## src/rtl/regfile_write_arbiter_if.sv

```systemverilog
// Write-port bundle between two writeback requesters, the register-file write
// port and the arbiter that drives it.
interface regfile_write_arbiter_if #(
    parameter int DEPTH = 32,
    parameter int BITS  = 64
);
    localparam int AW = $clog2(DEPTH);

    logic            req0_valid;
    logic [AW-1:0]   req0_addr;
    logic [BITS-1:0] req0_data;
    logic            req0_ready;

    logic            req1_valid;
    logic [AW-1:0]   req1_addr;
    logic [BITS-1:0] req1_data;
    logic            req1_ready;

    logic [AW-1:0]   mem_addressw;
    logic [BITS-1:0] mem_writeData;
    logic            mem_writeEn;
    logic            init_done;

    modport master (
        output req0_valid, req0_addr, req0_data,
        output req1_valid, req1_addr, req1_data,
        input  req0_ready, req1_ready,
        input  mem_addressw, mem_writeData, mem_writeEn, init_done
    );

    modport slave (
        input  req0_valid, req0_addr, req0_data,
        input  req1_valid, req1_addr, req1_data,
        output req0_ready, req1_ready,
        output mem_addressw, mem_writeData, mem_writeEn, init_done
    );
endinterface

```

## src/rtl/regfile_write_arbiter.sv

```systemverilog
// Register-file write-port controller: zero sweep after reset, then round-robin
// sharing of the write port between two requesters; x0 writes are swallowed.
module regfile_write_arbiter #(
    parameter int DEPTH = 32,
    parameter int BITS  = 64
) (
    input  logic                    clk,
    input  logic                    rst,
    regfile_write_arbiter_if.slave  bus
);
    localparam int AW = $clog2(DEPTH);
    localparam logic [AW-1:0] LAST = AW'(DEPTH - 1);

    typedef enum logic {INIT, RUN} state_t;

    state_t          state, state_next;
    logic [AW-1:0]   cnt;
    logic            prio;
    logic            grant_valid;
    logic            grant_sel;
    logic [AW-1:0]   grant_addr;
    logic [BITS-1:0] grant_data;
    logic            handshake;

    always_comb begin
        grant_valid = bus.req0_valid | bus.req1_valid;
        grant_sel   = 1'b0;
        if (bus.req0_valid && bus.req1_valid) begin
            grant_sel = prio;
        end else if (bus.req1_valid) begin
            grant_sel = 1'b1;
        end
        grant_addr = grant_sel ? bus.req1_addr : bus.req0_addr;
        grant_data = grant_sel ? bus.req1_data : bus.req0_data;
    end

    // Ready is only the grant qualified by RUN, so a grant always completes.
    always_comb begin
        handshake      = (state == RUN) && grant_valid;
        bus.req0_ready = handshake && !grant_sel;
        bus.req1_ready = handshake && grant_sel;
    end

    always_comb begin
        state_next = state;
        case (state)
            INIT:    if (cnt == LAST) state_next = RUN;
            RUN:     state_next = RUN;
            default: state_next = INIT;
        endcase
    end

    always_ff @(posedge clk or posedge rst) begin
        if (rst) begin
            state <= INIT;
        end else begin
            state <= state_next;
        end
    end

    always_ff @(posedge clk or posedge rst) begin
        if (rst) begin
            cnt               <= '0;
            prio              <= 1'b0;
            bus.mem_writeEn   <= 1'b0;
            bus.mem_addressw  <= '0;
            bus.mem_writeData <= '0;
            bus.init_done     <= 1'b0;
        end else if (state == INIT) begin
            bus.mem_writeEn   <= 1'b1;
            bus.mem_addressw  <= cnt;
            bus.mem_writeData <= '0;
            cnt               <= cnt + AW'(1);
            if (cnt == LAST) begin
                bus.init_done <= 1'b1;
            end
        end else if (handshake) begin
            bus.mem_addressw  <= grant_addr;
            bus.mem_writeData <= grant_data;
            bus.mem_writeEn   <= (grant_addr != '0);
            prio              <= ~grant_sel;
        end else begin
            bus.mem_writeEn   <= 1'b0;
        end
    end
endmodule

```

## src/flat_wrapper.sv

```systemverilog
// flat-port wrapper written by rule: the top's interface ports become plain ports
module regfile_write_arbiter_flat 
#(
    parameter int DEPTH = 32,
    parameter int BITS  = 64
)
  (clk, rst, bus_req0_valid, bus_req0_addr, bus_req0_data, bus_req1_valid, bus_req1_addr, bus_req1_data, bus_req0_ready, bus_req1_ready, bus_mem_addressw, bus_mem_writeData, bus_mem_writeEn, bus_init_done);
  regfile_write_arbiter_if #(.DEPTH(DEPTH), .BITS(BITS)) bus_i ();
  input  logic clk;
  input  logic rst;
  input wire logic [$bits(bus_i.req0_valid)-1:0] bus_req0_valid;
  input wire logic [$bits(bus_i.req0_addr)-1:0] bus_req0_addr;
  input wire logic [$bits(bus_i.req0_data)-1:0] bus_req0_data;
  input wire logic [$bits(bus_i.req1_valid)-1:0] bus_req1_valid;
  input wire logic [$bits(bus_i.req1_addr)-1:0] bus_req1_addr;
  input wire logic [$bits(bus_i.req1_data)-1:0] bus_req1_data;
  output wire logic [$bits(bus_i.req0_ready)-1:0] bus_req0_ready;
  output wire logic [$bits(bus_i.req1_ready)-1:0] bus_req1_ready;
  output wire logic [$bits(bus_i.mem_addressw)-1:0] bus_mem_addressw;
  output wire logic [$bits(bus_i.mem_writeData)-1:0] bus_mem_writeData;
  output wire logic [$bits(bus_i.mem_writeEn)-1:0] bus_mem_writeEn;
  output wire logic [$bits(bus_i.init_done)-1:0] bus_init_done;
  assign bus_i.req0_valid = bus_req0_valid;
  assign bus_i.req0_addr = bus_req0_addr;
  assign bus_i.req0_data = bus_req0_data;
  assign bus_i.req1_valid = bus_req1_valid;
  assign bus_i.req1_addr = bus_req1_addr;
  assign bus_i.req1_data = bus_req1_data;
  assign bus_req0_ready = bus_i.req0_ready;
  assign bus_req1_ready = bus_i.req1_ready;
  assign bus_mem_addressw = bus_i.mem_addressw;
  assign bus_mem_writeData = bus_i.mem_writeData;
  assign bus_mem_writeEn = bus_i.mem_writeEn;
  assign bus_init_done = bus_i.init_done;
  regfile_write_arbiter #(.DEPTH(DEPTH), .BITS(BITS)) u_core (.clk(clk), .rst(rst), .bus(bus_i));
endmodule
```

## config.mk

```make
export PLATFORM = sky130hd
export DESIGN_NAME = regfile_write_arbiter_flat
export DESIGN_NICKNAME = d
export VERILOG_FILES = /design/src/rtl/regfile_write_arbiter_if.sv /design/src/rtl/regfile_write_arbiter.sv /design/src/flat_wrapper.sv
export SDC_FILE = /design/constraint.sdc
export NUM_CORES = 1
export LEC_CHECK = 0
export ABC_CLOCK_PERIOD_IN_PS = 3900
export CAP_MARGIN = 30
export CORE_ASPECT_RATIO = 1.25
export CORE_UTILIZATION = 38
export DETAILED_ROUTE_END_ITERATION = 12
export GPL_TIMING_DRIVEN = 0
export PLACE_DENSITY_LB_ADDON = 0.12
export SLEW_MARGIN = 40
export SYNTH_ARGS = -nofsm -noshare
export SYNTH_HDL_FRONTEND = slang
export SYNTH_SLANG_ARGS = --single-unit
```

## constraint.sdc

```tcl
create_clock -name clk -period 3.9 [get_ports clk]
set_input_delay 1.17 -clock clk [delete_from_list [all_inputs] [get_ports clk]]
set_output_delay 1.17 -clock clk [all_outputs]
set_load 0.02 [all_outputs]
```

==> impl_metrics.py <==
metrics = {
    "placed_design": {
        "hpwlAfterDp_um": 9840,
        "port_buffers": 213,
        "dpl_cell_area_um2": 6040,
        "gp_congestion": 0.819,
        "pre_cts_slack_ps": -235,
    },
    "drt": {
        "wl_per_cell_um": 18.4,
        "drt-initial-drc-count": 160,
        "firstDrtPassIters": 5,
        "drcViolationCount": 0,
        "wl_um": 13100,
        "vias": 3912,
        "vias_per_cell": 5.52,
        "postRouteAntennaNets": 0,
    },
    "yosys": {
        "syn_area_um2": 3720,
        "synth.avg_cell_area_um2": 10.5,
        "yosysTopAreaCell": "dfrtp_1",
        "postSynth.asyncResetShare": 1.00,
        "syn-num-nets": 497,
        "synth-seq-cells": 78,
        "synth_top_area_share": 0.524,
        "synth_common_cells": "dfrtp_1 (78), o21ai_0 (57), and3_1 (38)",
        "synthMostInstantiatedCell": "dfrtp_1",
        "netlist-cell-type-count": 37,
        "synth-seq-area-share": 0.524,
        "synth_ff_type": "dfrtp_1",
        "synthTopCellsByArea": "dfrtp_1 (52%), a221o_1 (9.9%), o21ai_0 (7.7%), and3_1 (6.4%), a31oi_1 (4.7%)",
        "syn_inst": 353,
        "yosys_warnings": 0,
        "synth_edf_count": 0,
    },
    "sta": {
        "max_slew.worst_pin.slew_ps": 474,
        "worst_slack_ps": 171,
        "slew_violations": 0,
        "relSlewSlack": 0.684,
        "finClkSkew_ps": 4.54,
        "fin_setup_tns_ps": 0,
        "rsz0062_at_grt": "no",
        "setup_viol": 0,
        "fmax_ghz": 0.268,
        "fin_crit_ps": 3730,
        "finalHoldViolCount": 0,
        "post-route-period-util": 0.956,
    },
    "cts": {
        "cts_buffers": 9,
        "ctsHoldBuffers": 0,
        "insertion_delay_ps": 330,
        "clk_pin_slew_ps": 60,
        "clock-sinks": 78,
        "tritoncts": "yes",
        "clock-root-buffer": "clkbuf_16",
        "ctsLongestPathBuffers": 2,
        "cts_max_level": 3,
    },
    "grt": {
        "grt_start_max_net_pins": 42,
        "antenna_found_initial": 0,
        "track_usage": 0.262,
        "first_global_vias": 4080,
        "gr-total-overflow": 0,
        "grt_pass1_wl_um": 20900,
    },
    "setup_path": {
        "path_class": "in -> out",
        "start_kind": "input port",
        "path_delay_family": "buffers and inverters",
        "startpoint": "bus_req0_valid",
        "worstPathMaxFanout": 10,
        "path_cells": "clkdlybuf4s50_1 > nor2b_4 > nor3_2 > buf_2 > dlygate4sd2_1",
        "critPathBufInv": 3,
        "max_stage_delay_ps": 440,
        "critPathRequiredTime_ps": 2730,
        "crit_path_end_kind": "output pin",
        "slowest_stage": "clkdlybuf4s50_1",
        "r2r-start": "u_core.state$_DFF_PP0_",
        "cp.arrival_ps": 2560,
    },
    "run": {
        "maxCapViolCount": 0,
    },
    "floorplanning": {
        "die_w_um": 90.5,
        "die_area_um2": 10200,
        "ios": 215,
        "core_um2": 9560,
        "start_util": 0.390,
        "die_h_um": 113,
        "rows": 40,
    },
    "cells_and_area": {
        "stdcell_area_um2": 6380,
        "utilization": 0.667,
        "drive_above_1_share": 0.0858,
        "syn2layout_area_growth_pct": 71.3,
        "nFillCells": 791,
        "nNetsFinal": 722,
        "antennaDiodeCount": 0,
    },
    "min_path": {
        "hold_path_class": "reg -> reg",
        "min-delay-start": "u_core.bus.init_done$_DFFE_PP0P_",
    },
    "power": {
        "power_density_nw_per_um2": 412,
        "leakagePower_nw": 2.68,
        "power.total_w": 0.00263,
        "peakVddDrop_mv": 0.242,
    },
    "outcome": {
        "outcome": "finished clean",
    },
}
logic make-up after synthesis:
logic type                 after synthesis  share of synthesized area
xor gates and xnor gates                 3                    0.00706
muxes                                    2                    0.00605
adders and majority gates                2                    0.00672
AOI/OAI and AO/OA                      137                      0.256
DFF                                     78                      0.524
and+or+nand+nor                         85                      0.136
buffers and inverters                   46                     0.0645
worst register-to-register path, delay by kind of cell (launching register included):
kind | cells | cell delay, ps
flip-flops | 1 | 310
AO/OA/AOI/OAI | 2 | 380
buffers and inverters | 3 | 800
flip-flops by register name, indices dropped and copies added (netlist names):
signal,count
u_core.bus.mem_writeData,64
u_core.bus.mem_addressw,5
u_core.cnt,5
u_core.bus.init_done,1
u_core.bus.mem_writeEn,1
u_core.prio,1
u_core.state,1
layout make-up:
cell class | instances | area (µm²) | area share
flip-flops and latches | 78 | 1950 | 0.306
multi-input cells | 229 | 1530 | 0.240
clock inverters | 6 | 109 | 0.0171
repair buffers | 214 | 2150 | 0.336
clock buffers | 10 | 239 | 0.0375
well taps | 126 | 158 | 0.0247
inverters | 6 | 27.5 | 0.00431
plain buffers | 40 | 218 | 0.0341
per-layer routing:
metal,wire length [µm],track usage,up-vias
met5,0,0,-
met4,249,0.0892,0
met3,1010,0.0637,20
met2,6640,0.467,185
met1,5170,0.307,1886
li1,-,-,1821
power breakdown:
part / switching [W] / internal [W]
clock network: 0.000332 / 0.000641
logic: 0.000324 / 0.000380
registers: 0.0000483 / 0.000900
total: 0.000704 / 0.00192
repair_timing:
| item | CTS | global route |
|---|---|---|
| endpoints found under the setup margin | 2 | 1 |
| gates resized for setup | 2 | 2 |
| endpoints found under the hold margin | 0 | 0 |
| setup buffers | 0 | 0 |
cell usage in the layout (no fill, tap or decap), types with 4 or more instances in the layout:
cell type	n
o21ai_0	57
buf_4	4
buf_6	5
nor3_1	5
buf_2	11
a221o_1	37
clkbuf_1	19
and3_1	38
dfrtp_1	78
nand3_1	27
clkdlybuf4s50_1	211
clkbuf_16	9
a31oi_1	28
through the flow:
stage               hold WS [ps]  instances
floorplan                    459        353
global placement             445        692
detailed placement           447        693
CTS                          460        709
global route                 477        709
finish                       455        709
final timing paths:
| kind | cells past startpoint | slack [ps] | to |
|---|---|---|---|
| setup / recovery | 5 | 170 | bus_req1_ready |
| hold / removal | 1 | 460 | u_core.bus.init_done$_DFFE_PP0P_ |
| setup reg to reg | 5 | 2350 | u_core.bus.mem_writeData[63]$_DFFE_PP0P_ |
| hold reg to reg | 1 | 460 | u_core.bus.init_done$_DFFE_PP0P_ |
| max in group asynchronous | 3 | 2150 | u_core.bus.mem_writeData[29]$_DFFE_PP0P_ |
| min in group asynchronous | 2 | 1230 | u_core.bus.mem_writeData[6]$_DFFE_PP0P_ |
Note: power is estimated with default switching activity, not from simulation.
